--- config.mk ---
export PLATFORM = sky130hd
export DESIGN_NAME = upsample_flat
export DESIGN_NICKNAME = d
export VERILOG_FILES = /design/src/rtl/upsample_pkg.sv /design/src/rtl/upsample_if.sv /design/src/rtl/upsample_linebuf.sv /design/src/rtl/upsample.sv /design/src/flat_wrapper.sv
export SDC_FILE = /design/constraint.sdc
export NUM_CORES = 1
export LEC_CHECK = 0
export ABC_AREA = 1
export CORE_MARGIN = 10
export CORE_UTILIZATION = 40
export CTS_CLUSTER_SIZE = 28
export DETAILED_ROUTE_END_ITERATION = 8
export PLACE_DENSITY_LB_ADDON = 0.05
export SLEW_MARGIN = 20
export SYNTH_ARGS = -nofsm -noshare
export SYNTH_HDL_FRONTEND = slang
export SYNTH_SLANG_ARGS = --single-unit
--- constraint.sdc ---
create_clock -name clk -period 2.1 [get_ports clk]
set_input_delay 0.42 -clock clk [delete_from_list [all_inputs] [get_ports clk]]
set_output_delay 0.42 -clock clk [all_outputs]
set_load 0.005 [all_outputs]
--- src/rtl/upsample_pkg.sv ---
// Shared types and helpers for the 2x nearest-neighbour upsampler.
// Optional o_last output is enabled with UPSAMPLE_LAST_EN.
package upsample_pkg;

    typedef enum logic {S_FIRST, S_REPLAY} ups_state_t;

    // Counter width for n states, never narrower than one bit.
    function automatic int cnt_w(input int n);
        return (n > 1) ? $clog2(n) : 1;
    endfunction

endpackage

--- src/rtl/upsample_if.sv ---
// Input and output pixel streams of the upsampler (rdy = valid, ack = accept).
// o_last is present only when UPSAMPLE_LAST_EN is defined.
interface upsample_if #(
    parameter int DW = 8
) ();

    logic          i_rdy;
    logic          i_ack;
    logic [DW-1:0] i_data;
    logic          o_rdy;
    logic          o_ack;
    logic [DW-1:0] o_data;
`ifdef UPSAMPLE_LAST_EN
    logic          o_last;
`endif

    // master: the surrounding environment (source upstream, sink downstream)
    modport master (
        output i_rdy, i_data, o_ack,
        input  i_ack, o_rdy, o_data
`ifdef UPSAMPLE_LAST_EN
        , input o_last
`endif
    );

    // slave: the upsampler itself
    modport slave (
        input  i_rdy, i_data, o_ack,
        output i_ack, o_rdy, o_data
`ifdef UPSAMPLE_LAST_EN
        , output o_last
`endif
    );

endinterface

--- src/rtl/upsample_linebuf.sv ---
// One-row line buffer: flop array, one synchronous write port, one asynchronous read port.
module upsample_linebuf
    import upsample_pkg::*;
#(
    parameter int DW    = 8,
    parameter int DEPTH = 8,
    parameter int AW    = cnt_w(DEPTH)
) (
    input  logic          clk,
    input  logic          we,
    input  logic [AW-1:0] waddr,
    input  logic [DW-1:0] wdata,
    input  logic [AW-1:0] raddr,
    output logic [DW-1:0] rdata
);

    logic [DW-1:0] mem [DEPTH];

    always_ff @(posedge clk) begin
        if (we) begin
            mem[waddr] <= wdata;
        end
    end

    assign rdata = mem[raddr];

endmodule

--- src/rtl/upsample.sv ---
// 2x nearest-neighbour upsampler: each pixel sent twice, each row replayed from a line buffer.
// Define UPSAMPLE_LAST_EN to add the registered end-of-frame flag o_last.
module upsample
    import upsample_pkg::*;
#(
    parameter int DW   = 8,
    parameter int IN_W = 8,
    parameter int IN_H = 8
) (
    input logic       clk,
    input logic       rst,
    upsample_if.slave bus
);

    localparam int CW = cnt_w(IN_W);
    localparam int RW = cnt_w(IN_H);
    localparam logic [CW-1:0] LAST_COL = CW'(IN_W - 1);
    localparam logic [RW-1:0] LAST_ROW = RW'(IN_H - 1);

    ups_state_t    state, state_n;
    logic [DW-1:0] hold_p1, hold_n;
    logic          vld_p1, vld_n;
    logic [CW-1:0] col, col_n, col_inc;
    logic [RW-1:0] row, row_n;
    logic          dup, dup_n;
    logic          i_ack_c, xfer_in, xfer_out;
    logic [CW-1:0] waddr, raddr;
    logic [DW-1:0] rdata;

    // The overlap path is closed on the last column because that slot hands over to the replay.
    assign i_ack_c  = !rst && (state == S_FIRST) &&
                      (!vld_p1 || (bus.o_ack && dup && (col != LAST_COL)));
    assign xfer_in  = bus.i_rdy && i_ack_c;
    assign xfer_out = vld_p1 && bus.o_ack;
    assign col_inc  = (col == LAST_COL) ? '0 : col + 1'b1;

    // An input arriving while a pixel is still held belongs to the next column.
    assign waddr = vld_p1 ? col_inc : col;
    assign raddr = (state == S_FIRST) ? '0 : col_inc;

    upsample_linebuf #(.DW(DW), .DEPTH(IN_W), .AW(CW)) u_linebuf (
        .clk   (clk),
        .we    (xfer_in),
        .waddr (waddr),
        .wdata (bus.i_data),
        .raddr (raddr),
        .rdata (rdata)
    );

    always_comb begin
        state_n = state;
        hold_n  = hold_p1;
        vld_n   = vld_p1;
        col_n   = col;
        row_n   = row;
        dup_n   = dup;
        if (xfer_out) begin
            dup_n = ~dup;
        end
        case (state)
            S_FIRST: begin
                if (xfer_out && dup) begin
                    if (col == LAST_COL) begin
                        col_n   = '0;
                        hold_n  = rdata;
                        vld_n   = 1'b1;
                        state_n = S_REPLAY;
                    end else begin
                        col_n = col + 1'b1;
                        vld_n = 1'b0;
                    end
                end
                if (xfer_in) begin
                    hold_n = bus.i_data;
                    vld_n  = 1'b1;
                end
            end
            S_REPLAY: begin
                if (xfer_out && dup) begin
                    if (col == LAST_COL) begin
                        col_n   = '0;
                        vld_n   = 1'b0;
                        row_n   = (row == LAST_ROW) ? '0 : row + 1'b1;
                        state_n = S_FIRST;
                    end else begin
                        col_n  = col + 1'b1;
                        hold_n = rdata;
                    end
                end
            end
            default: state_n = S_FIRST;
        endcase
    end

    // Stage p1: hold register and control state
    always_ff @(posedge clk) begin
        if (rst) begin
            state   <= S_FIRST;
            hold_p1 <= '0;
            vld_p1  <= 1'b0;
            col     <= '0;
            row     <= '0;
            dup     <= 1'b0;
        end else begin
            state   <= state_n;
            hold_p1 <= hold_n;
            vld_p1  <= vld_n;
            col     <= col_n;
            row     <= row_n;
            dup     <= dup_n;
        end
    end

    assign bus.i_ack  = i_ack_c;
    assign bus.o_rdy  = vld_p1;
    assign bus.o_data = hold_p1;

`ifdef UPSAMPLE_LAST_EN
    logic last_p1;

    always_ff @(posedge clk) begin
        if (rst) begin
            last_p1 <= 1'b0;
        end else begin
            last_p1 <= vld_n && (state_n == S_REPLAY) && (row_n == LAST_ROW) &&
                       (col_n == LAST_COL) && dup_n;
        end
    end

    assign bus.o_last = last_p1;
`endif

endmodule
--- src/flat_wrapper.sv ---
// flat-port wrapper written by rule: the top's interface ports become plain ports
module upsample_flat import upsample_pkg::*;
#(
    parameter int DW   = 8,
    parameter int IN_W = 8,
    parameter int IN_H = 8
)
  (clk, rst, bus_i_rdy, bus_i_data, bus_o_ack, bus_i_ack, bus_o_rdy, bus_o_data);
  upsample_if #(.DW(DW)) bus_i ();
  input logic clk;
  input logic rst;
  input wire logic [$bits(bus_i.i_rdy)-1:0] bus_i_rdy;
  input wire logic [$bits(bus_i.i_data)-1:0] bus_i_data;
  input wire logic [$bits(bus_i.o_ack)-1:0] bus_o_ack;
  output wire logic [$bits(bus_i.i_ack)-1:0] bus_i_ack;
  output wire logic [$bits(bus_i.o_rdy)-1:0] bus_o_rdy;
  output wire logic [$bits(bus_i.o_data)-1:0] bus_o_data;
  assign bus_i.i_rdy = bus_i_rdy;
  assign bus_i.i_data = bus_i_data;
  assign bus_i.o_ack = bus_o_ack;
  assign bus_i_ack = bus_i.i_ack;
  assign bus_o_rdy = bus_i.o_rdy;
  assign bus_o_data = bus_i.o_data;
  upsample #(.DW(DW), .IN_W(IN_W), .IN_H(IN_H)) u_core (.clk(clk), .rst(rst), .bus(bus_i));
endmodule
==> results.py, run 1 <==
metrics = {
    "timing": {
        "layout_setup_ws_ns": 0.110,
        "slew_violations": 0,
        "finalClockSkew_ns": 0.00928,
        "max_freq_mhz": 502,
        "slew_headroom": 0.697,
        "min_period_over_period": 0.948,
        "worstMarginPinSlew_ns": 0.452,
        "period_needed_ns": 1.99,
        "finalHoldViolations": 0,
        "setup_viol": 0,
        "rsz0062_at_grt": "no",
    },
    "global_route": {
        "track_usage": 0.140,
        "grt_max_degree": 21,
        "antenna_found_initial": 0,
        "grt_pass1_vias": 2600,
        "grt.overflow.total": 0,
        "grt_pass1_wl_um": 14200,
    },
    "final_layout": {
        "area_growth_syn_to_layout_pct": 22.4,
        "ff_latch_area_mm2": 0.00220,
        "final_area_mm2": 0.00442,
        "drive_above_1_share": 0.171,
        "antenna_cells": 0,
        "nNetsFinal": 458,
        "multiInputGateArea_mm2": 0.00111,
        "most-common-layout-cells": "nand2_1, inv_1, edfxtp_1",
        "nFillCells": 830,
        "mostFrequentLayoutCell": "nand2_1",
    },
    "worst_setup_path": {
        "crit_type": "reg2reg",
        "cp.required_ns": 2.16,
        "slowest_delay_ns": 0.32,
        "reg2reg_depth": 8,
        "r2r_end": "u_core.u_linebuf.mem[5][2]",
        "worst_setup_path_start_kind": "flop",
        "cp_max_fo": 4,
        "critPathCapture": "u_core.u_linebuf.mem[5][2]",
        "cp.arrival_ns": 2.05,
        "worstPathCellList": "ha_1 > ha_2 > buf_4 > nor2_2 > o21ai_1 > or2_4 > nor2_2 > buf_4",
        "r2r_slack_ns": 0.11,
        "setup.worst_path.start": "u_core.col[0]",
        "cp_slowest_cell": "dfxtp_1",
        "endpoint_kind": "flop",
        "r2r-start": "u_core.col[0]",
    },
    "floorplan": {
        "dieArea_mm2": 0.0132,
        "die_h_um": 115,
        "start_util": 0.412,
        "coreArea_mm2": 0.00876,
        "rows": 34,
        "top_level_ports": 22,
        "dieWidth_um": 115,
    },
    "clock_network": {
        "insertion_delay_ns": 0.34,
        "cts_tree": "built",
        "clk_path_buf_depth": 2,
        "ctsHoldBuffers": 0,
        "numCtsBuffers": 9,
        "cts.htree.levels": 3,
        "clk_root_buffer_cell": "clkbuf_8",
        "clk_pin_slew_ns": 0.08,
        "clock-sinks": 78,
    },
    "detailed_routing": {
        "drcViolationCount": 0,
        "via_count": 2668,
        "first_pass_iters": 5,
        "vias_per_cell": 4.79,
        "initialDrtViolationCount": 124,
        "ant_nets": 0,
        "wl_um": 8920,
        "avgRoutedWirePerCell_um": 16.0,
    },
    "synthesis": {
        "synth_xor_area_frac": 0,
        "synth.yosys.seq_area_share": 0.609,
        "synth_compound_area_frac": 0.0422,
        "synth_mux_area_frac": 0,
        "syn-cell-area_mm2": 0.00361,
        "synth_top_family_by_area": "simple AND/OR/NAND/NOR gates",
        "synth_cell_types": 28,
        "syn_avg_cell_area_um2": 9.34,
        "syn-instance-count": 387,
        "synth_warnings": 0,
        "syn_nets": 401,
        "synthSimpleGateAreaFrac": 0.249,
        "ys_ff_latch": 78,
        "synthAdderAreaFrac": 0.00692,
    },
    "placement": {
        "place_ws_ns": -0.194,
        "place_hpwl_um": 6570,
        "gp_congestion": 0.821,
        "portBuffers": 21,
        "dpl_cell_area_mm2": 0.00420,
    },
    "hold_path": {
        "whs_path_depth": 2,
        "hp-class": "reg2reg",
    },
    "outcome": {
        "status": "finished clean",
    },
    "power_and_ir_drop": {
        "vdd_drop_max_mv": 0.329,
        "leakagePower_nw": 1.91,
        "power_density_mw_per_mm2": 709,
    },
    "flow_run": {
        "cap_violations": 0,
    },
}
-- worst max-delay path: cells and delay by family, from the launching register on --
kind	cells	cell delay, ns
AO/OA/AOI/OAI	1	0.11
adder cells (fa/ha/maj)	2	0.39
buffers and inverters	2	0.32
flip-flops	1	0.32
AND/OR/NAND/NOR	3	0.56
-- state kept, by name, indices dropped and copies added (netlist names) --
signal / count
u_core.u_linebuf.mem: 64
u_core.bus.o_data: 8
u_core.state: 1
u_core.dup: 1
u_core.bus.o_rdy: 1
u_core.col: 3
-- cell families (layout without fill, tap and decap cells) --
kind of cell,count (synthesis),count (layout)
fa+ha+maj,2,2
simple gates,197,197
buf+inv,81,143
compound gates,29,29
flops,78,78
-- per-stage QoR --
step | util | total power, mW | instances | setup TNS [ns] | hold slack [ns]
after floorplan | - | 1.89 | 387 | -0.743 | 0.454
after CTS | 0.502 | 3.16 | 557 | -0.00880 | 0.467
after global routing | 0.505 | 3.26 | 557 | 0 | 0.485
final | 0.505 | 3.13 | 557 | 0 | 0.465
after global placement | 0.479 | 2.05 | 541 | -3.54 | 0.453
after detailed placement | 0.479 | 2.05 | 541 | -4.88 | 0.454
-- worst min path at each step --
| stage | from | endpoint | slack (ns) |
|---|---|---|---|
| after floorplan | u_core.col[2] | u_core.col[2] | 0.45 |
| after global placement | u_core.bus.o_data[4] | u_core.bus.o_data[4] | 0.45 |
| after detailed placement | u_core.bus.o_data[4] | u_core.bus.o_data[4] | 0.45 |
| after CTS | u_core.bus.o_data[4] | u_core.bus.o_data[4] | 0.47 |
| after global routing | u_core.bus.o_data[4] | u_core.bus.o_data[4] | 0.49 |
| final | u_core.bus.o_data[4] | u_core.bus.o_data[4] | 0.47 |
-- final cells by class --
type,instances,share of cell area
sequential,78,0.498
multi-input combinational,228,0.252
timing repair buffer,58,0.118
inverter,69,0.0594
tap,108,0.0306
clock buffer,10,0.0289
clock inverter,6,0.0139
-- repair_timing --
action / 4_1_cts / 5_1_grt
resized for setup: 9 / 9
buffers inserted: 0 / 0
endpoints found under the setup margin: 40 / 73
hold endpoints to repair: 0 / 0
pin swaps: 2 / 1
-- synth_stat cells --
library cell	count	area share
nand3_4	1	0.0048
o21ai_0	12	0.017
o31ai_1	1	0.0021
nor2_2	5	0.0087
inv_2	4	0.0042
nand3b_1	8	0.017
inv_1	65	0.067
or2_2	1	0.0017
nand3_2	1	0.0028
dfxtp_1	14	0.078
nand2_1	101	0.10
edfxtp_1	64	0.53
nor2_1	23	0.024
a21oi_1	11	0.015
nor3_1	2	0.0028
nand3_1	50	0.069
ha_1	2	0.0069
a21boi_0	1	0.0021
nor2_4	2	0.0062
nand2_4	1	0.0031
a211oi_1	1	0.0021
nand2_2	1	0.0017
buf_4	2	0.0042
clkbuf_1	1	0.0010
buf_2	7	0.0097
or2_4	1	0.0024
o21ai_1	3	0.0042
buf_6	2	0.0062
-- where the power goes --
group | total, mW | switching (mW) | internal (mW) | leakage [nW]
clock network | 1.11 | 0.564 | 0.549 | 0.0981
logic | 0.303 | 0.174 | 0.129 | 1.12
registers | 1.72 | 0.0129 | 1.71 | 0.691
-- metal layers --
layer | vias to the layer above | wire (um) | track usage
met5 | - | 0 | 0
met4 | 0 | 75 | 0.0355
met3 | 6 | 341 | 0.0417
met2 | 61 | 4310 | 0.226
met1 | 1232 | 4190 | 0.181
li1 | 1369 | - | -
Power figures use the tool's default switching activity.
==> inputs of run 2 (changes only) <==
--- a/config.mk
+++ b/config.mk
@@ -7,11 +7,10 @@
 export LEC_CHECK = 0
 export ABC_AREA = 1
 export CORE_MARGIN = 10
-export CORE_UTILIZATION = 40
+export CORE_UTILIZATION = 42
 export CTS_CLUSTER_SIZE = 28
 export DETAILED_ROUTE_END_ITERATION = 8
 export PLACE_DENSITY_LB_ADDON = 0.05
-export SLEW_MARGIN = 20
 export SYNTH_ARGS = -nofsm -noshare
 export SYNTH_HDL_FRONTEND = slang
 export SYNTH_SLANG_ARGS = --single-unit
==> run 2 against run 1 <==
Via count down 1.5%. Register-to-register slack worse by 0.02 ns. Global-route usage up 0.32 points. Maximum frequency down 0.97%. Worst hold slack better by 0.00092 ns. Combinational power about the same.
==> results.py, run 2 (synthesis gave the netlist of run 1 again) <==
metrics = {
    "outcome": {
        "status": "finished clean",
    },
    "timing": {
        "slew_violations": 0,
        "min_period_over_period": 0.957,
        "setup_viol": 0,
        "finalClockSkew_ns": 0.00945,
        "max_freq_mhz": 498,
        "finalHoldViolations": 0,
        "slew_headroom": 0.609,
        "tns_ns": 0,
        "period_needed_ns": 2.01,
        "worstMarginPinSlew_ns": 0.585,
    },
    "global_route": {
        "grt_pass1_vias": 2635,
        "grt_max_degree": 25,
        "antenna_found_initial": 0,
        "grt_pass1_wl_um": 14200,
        "track_usage": 0.143,
        "grt.overflow.total": 0,
    },
    "worst_setup_path": {
        "endpoint_kind": "flop",
        "reg2reg_depth": 10,
        "r2r_slack_ns": 0.09,
        "cp_max_fo": 8,
        "r2r-start": "u_core.col[0]",
        "r2r_end": "u_core.u_linebuf.mem[5][1]",
        "crit_type": "reg2reg",
        "cp.arrival_ns": 2.08,
        "worst_setup_path_start_kind": "flop",
        "cp.required_ns": 2.17,
    },
    "clock_network": {
        "cts.htree.levels": 3,
        "ctsHoldBuffers": 0,
        "insertion_delay_ns": 0.34,
        "clk_path_buf_depth": 2,
        "clk_root_buffer_cell": "clkbuf_8",
        "clock-sinks": 78,
        "cts_tree": "built",
        "numCtsBuffers": 9,
        "clk_pin_slew_ns": 0.08,
        "cts_setup_buffers": 0,
    },
    "hold_path": {
        "min_delay_worst_endpoint": "u_core.bus.o_data[7]",
        "min-delay-start": "u_core.bus.o_data[7]",
        "whs_path_depth": 2,
        "hp-class": "reg2reg",
    },
    "final_layout": {
        "drive_above_1_share": 0.155,
        "final_core_util": 0.526,
        "area_growth_syn_to_layout_pct": 20.7,
        "most-common-layout-cells": "nand2_1, inv_1, edfxtp_1",
        "largest_register": "u_core.u_linebuf.mem",
        "final_cells": 550,
        "antenna_cells": 0,
        "nNetsFinal": 454,
        "mostFrequentLayoutCell": "nand2_1",
        "largest_register_ffs": 64,
        "final_area_mm2": 0.00436,
    },
    "floorplan": {
        "start_util": 0.436,
        "coreArea_mm2": 0.00830,
        "dieWidth_um": 113,
        "top_level_ports": 22,
        "dieArea_mm2": 0.0127,
        "die_h_um": 113,
        "rows": 33,
    },
    "placement": {
        "place_hpwl_um": 6280,
        "portBuffers": 21,
        "placed_cells": 534,
        "gp_congestion": 0.855,
        "dpl_cell_area_mm2": 0.00417,
    },
    "detailed_routing": {
        "avgRoutedWirePerCell_um": 15.9,
        "vias_per_cell": 4.78,
        "first_pass_iters": 4,
        "initialDrtViolationCount": 153,
        "wl_um": 8730,
        "ant_nets": 0,
        "drcViolationCount": 0,
        "via_count": 2627,
    },
    "power_and_ir_drop": {
        "power_density_mw_per_mm2": 685,
        "leakagePower_nw": 1.87,
        "vdd_drop_max_mv": 0.505,
    },
    "flow_run": {
        "cap_violations": 0,
    },
}
[run 2: cell count changes in the layout (fill, tap and decap cells not counted), sizes merged]
cell and change:
buf -5, clkinvlp +2, bufinv -1
[run 2: per-layer routing]
| layer | global-route usage | part of all wire | up-vias |
|---|---|---|---|
| li1 | - | - | 1354 |
| met1 | 0.192 | 0.45 | 1217 |
| met3 | 0.0333 | 0.051 | 9 |
| met2 | 0.225 | 0.48 | 47 |
| met5 | 0 | 0 | - |
| met4 | 0.0423 | 0.014 | 0 |
[run 2: how the worst max path moves through the flow]
stage | start | endpoint | slack, ns | depth (start not counted)
after floorplan | u_core.col[0] | u_core.u_linebuf.mem[3][0] | -0.02 | 9
after global placement | bus_o_ack | bus_i_ack | -0.11 | 4
after detailed placement | bus_o_ack | bus_i_ack | -0.17 | 4
after CTS | u_core.col[1] | bus_i_ack | 0.01 | 6
after global routing | u_core.col[0] | u_core.u_linebuf.mem[5][5] | -0.001 | 10
final | u_core.col[0] | u_core.u_linebuf.mem[5][1] | 0.09 | 10
[run 2: final cells by class]
cell class | count | area (um^2)
Clock buffer | 9 | 124
Clock inverter | 7 | 41.3
Fill cell | 773 | 3940
Inverter | 69 | 259
Multi-Input combinational cell | 228 | 1110
Sequential cell | 78 | 2200
Tap cell | 105 | 131
Timing Repair Buffer | 54 | 498
[run 2: worst max-delay path, cell delays in order, from the launching register on]
cell and delay, ns:
dfxtp_1 0.32, ha_1 0.20, ha_2 0.19, inv_2 0.06, nand3_2 0.07, buf_4 0.14
nand2_1 0.08, nand3_4 0.07, or2_4 0.32, nor2_2 0.15, buf_12 0.14
[run 2: repair_timing]
action / 4_1_cts / 5_1_grt
pin swaps: 0 / 1
endpoints found under the setup margin: 1 / 69
gates resized for setup: 4 / 12
[run 2: report_power, final]
| part | switching [mW] | internal [mW] | total, mW |
|---|---|---|---|
| Sequential | 0.0116 | 1.71 | 1.72 |
| Clock | 0.548 | 0.417 | 0.965 |
| Combinational | 0.181 | 0.123 | 0.305 |
| Total | 0.741 | 2.25 | 2.99 |
[run 2: per-stage QoR]
step	hold slack [ns]	total power, mW	setup slack [ns]
6_report	0.466	2.99	0.0901
2_1_floorplan	0.454	1.89	-0.0232
4_1_cts	0.471	3.02	0.0132
3_5_place_dp	0.457	2.05	-0.175
3_3_place_gp	0.455	2.05	-0.114
5_1_grt	0.483	3.12	-0.00133
==> inputs of run 3 (changes only) <==
--- a/config.mk
+++ b/config.mk
@@ -6,10 +6,12 @@
 export NUM_CORES = 1
 export LEC_CHECK = 0
 export ABC_AREA = 1
+export CORE_ASPECT_RATIO = 1.5
 export CORE_MARGIN = 10
 export CORE_UTILIZATION = 42
 export CTS_CLUSTER_SIZE = 28
 export DETAILED_ROUTE_END_ITERATION = 8
+export GPL_ROUTABILITY_DRIVEN = 0
 export PLACE_DENSITY_LB_ADDON = 0.05
 export SYNTH_ARGS = -nofsm -noshare
 export SYNTH_HDL_FRONTEND = slang
==> run 3 against run 2 <==
Register-to-register slack better by 0.02 ns. Critical path depth down 2. Via count up 2.1%. Sequential cell count unchanged. Highest routed layer unchanged. Largest power group is now the clock network. Clock power up 81%.
==> results.py, run 3 (synthesis gave the netlist of run 1 again) <==
metrics = {
    "floorplan": {
        "coreArea_mm2": 0.00841,
        "rows": 41,
        "start_util": 0.430,
        "die_h_um": 134,
        "dieWidth_um": 95.7,
        "dieArea_mm2": 0.0128,
        "top_level_ports": 22,
    },
    "clock_network": {
        "insertion_delay_ns": 0.33,
        "clock-sinks": 78,
        "numCtsBuffers": 9,
        "clk_root_buffer_cell": "clkbuf_16",
        "clk_path_buf_depth": 2,
        "cts_tree": "built",
        "clk_pin_slew_ns": 0.06,
        "ctsHoldBuffers": 0,
        "cts.htree.levels": 3,
    },
    "hold_path": {
        "hp-class": "reg2reg",
        "whs_path_depth": 2,
    },
    "flow_run": {
        "cap_violations": 0,
    },
    "global_route": {
        "grt.overflow.total": 0,
        "grt_pass1_wl_um": 14300,
        "grt_max_degree": 20,
        "track_usage": 0.153,
        "grt_pass1_vias": 2772,
        "antenna_found_initial": 0,
    },
    "final_layout": {
        "mostFrequentLayoutCell": "nand2_1",
        "final_core_util": 0.541,
        "final_area_mm2": 0.00455,
        "area_growth_syn_to_layout_pct": 25.8,
        "nNetsFinal": 455,
        "largest_register": "u_core.u_linebuf.mem",
        "largest_register_ffs": 64,
        "antenna_cells": 0,
        "most-common-layout-cells": "nand2_1, inv_1, edfxtp_1",
        "drive_above_1_share": 0.155,
    },
    "timing": {
        "period_needed_ns": 1.99,
        "setup_viol": 0,
        "min_period_over_period": 0.948,
        "finalClockSkew_ns": 0.00788,
        "rsz0062_at_grt": "no",
        "slew_headroom": 0.722,
        "worstMarginPinSlew_ns": 0.416,
        "max_freq_mhz": 503,
        "slew_violations": 0,
        "finalHoldViolations": 0,
        "tns_ns": 0,
    },
    "detailed_routing": {
        "drcViolationCount": 0,
        "vias_per_cell": 4.85,
        "initialDrtViolationCount": 166,
        "ant_nets": 0,
        "avgRoutedWirePerCell_um": 16.5,
        "first_pass_iters": 4,
        "wl_um": 9120,
        "via_count": 2683,
    },
    "power_and_ir_drop": {
        "p_comb_frac": 0.079,
        "switching_power_mw": 0.756,
        "p_int_mw": 3.02,
        "p_sw_frac": 0.200,
        "leakagePower_nw": 1.97,
        "total_power_mw": 3.77,
        "vdd_drop_max_mv": 0.501,
        "power_density_mw_per_mm2": 830,
        "pwr-share-clk": 0.464,
        "seqPwrFrac": 0.457,
    },
    "worst_setup_path": {
        "cp_max_fo": 8,
        "cp.depth": 8,
        "worstPathCellList": "ha_1 > ha_1 > buf_4 > nor2_2 > o21ai_1 > or2_4 > nor2_2 > buf_12",
        "endpoint_kind": "flop",
        "cp_top_family": "simple AND/OR/NAND/NOR gates",
        "cp.required_ns": 2.15,
        "worst_setup_path_start_kind": "flop",
        "crit_type": "reg2reg",
        "cp.arrival_ns": 2.04,
        "reg2reg_depth": 8,
        "cp_slowest_cell": "dfxtp_1",
        "slowest_delay_ns": 0.31,
        "critPathBufInv": 2,
    },
    "placement": {
        "place_hpwl_um": 6940,
        "dpl_cell_area_mm2": 0.00419,
        "portBuffers": 21,
    },
    "outcome": {
        "status": "finished clean",
    },
}
## run 3: changes by cell type in the layout (fill, tap and decap cells not counted), moves of 2 or more
cell        delta
clkbuf_16     +11
clkbuf_8       -9
nor2_2         +4
clkbuf_1       +3
nor2_4         -3
buf_4          +2
buf_6          -2
bufinv_16      +2
clkinv_1       -2
clkinvlp_4     -2
## run 3: metal layers
metal / routed length [um] / GRT usage / up-vias
li1: - / - / 1359
met3: 504 / 0.0371 / 23
met4: 384 / 0.0987 / 0
met2: 4710 / 0.258 / 69
met5: 0 / 0 / -
met1: 3520 / 0.161 / 1232
## run 3: area by class of cell
type                            count  area, um^2
Fill cell                         789        3860
Sequential cell                    78        2200
Multi-Input combinational cell    228        1100
Timing Repair Buffer               55         510
Clock buffer                       14         287
Inverter                           69         259
Tap cell                          107         134
Clock inverter                      2        60.1
## run 3: stage by stage
stage | cells | setup slack [ns] | hold slack, ns
after floorplan | 387 | -0.0232 | 0.454
after global placement | 537 | -0.107 | 0.454
after detailed placement | 537 | -0.120 | 0.459
after CTS | 553 | 0.0126 | 0.469
after global routing | 553 | 0.00532 | 0.492
final | 553 | 0.110 | 0.462
## run 3: timing repair
| action | 4_1_cts | 5_1_grt |
|---|---|---|
| buffers inserted | 0 | 0 |
| setup endpoints to repair | 1 | 69 |
| gates cloned | 0 | 0 |
| pin swaps | 0 | 2 |
| resized for setup | 3 | 9 |
## run 3: power groups by stage
| stage | registers (mW) | logic (mW) | clock network (mW) |
|---|---|---|---|
| floorplan | 1.76 | 0.137 | 0 |
| global placement | 1.76 | 0.294 | 0 |
| detailed placement | 1.76 | 0.297 | 0 |
| CTS | 1.73 | 0.298 | 1.77 |
| global route | 1.73 | 0.332 | 1.85 |
| finish | 1.73 | 0.297 | 1.75 |
## run 3: worst min-delay path: cells and delay by family, from the launching register on
family,cells,cell delay (ns)
flip-flops,1,0.30
AO/OA/AOI/OAI,1,0.05
AND/OR/NAND/NOR,1,0.06
## run 3: path summary, 6_finish.rpt
path / from / end / slack, ns
hold / removal: u_core.bus.o_data[4] / u_core.bus.o_data[4] / 0.46
setup reg to reg: u_core.col[0] / u_core.u_linebuf.mem[1][0] / 0.11
setup / recovery: u_core.col[0] / u_core.u_linebuf.mem[1][0] / 0.11
hold reg to reg: u_core.bus.o_data[4] / u_core.bus.o_data[4] / 0.46
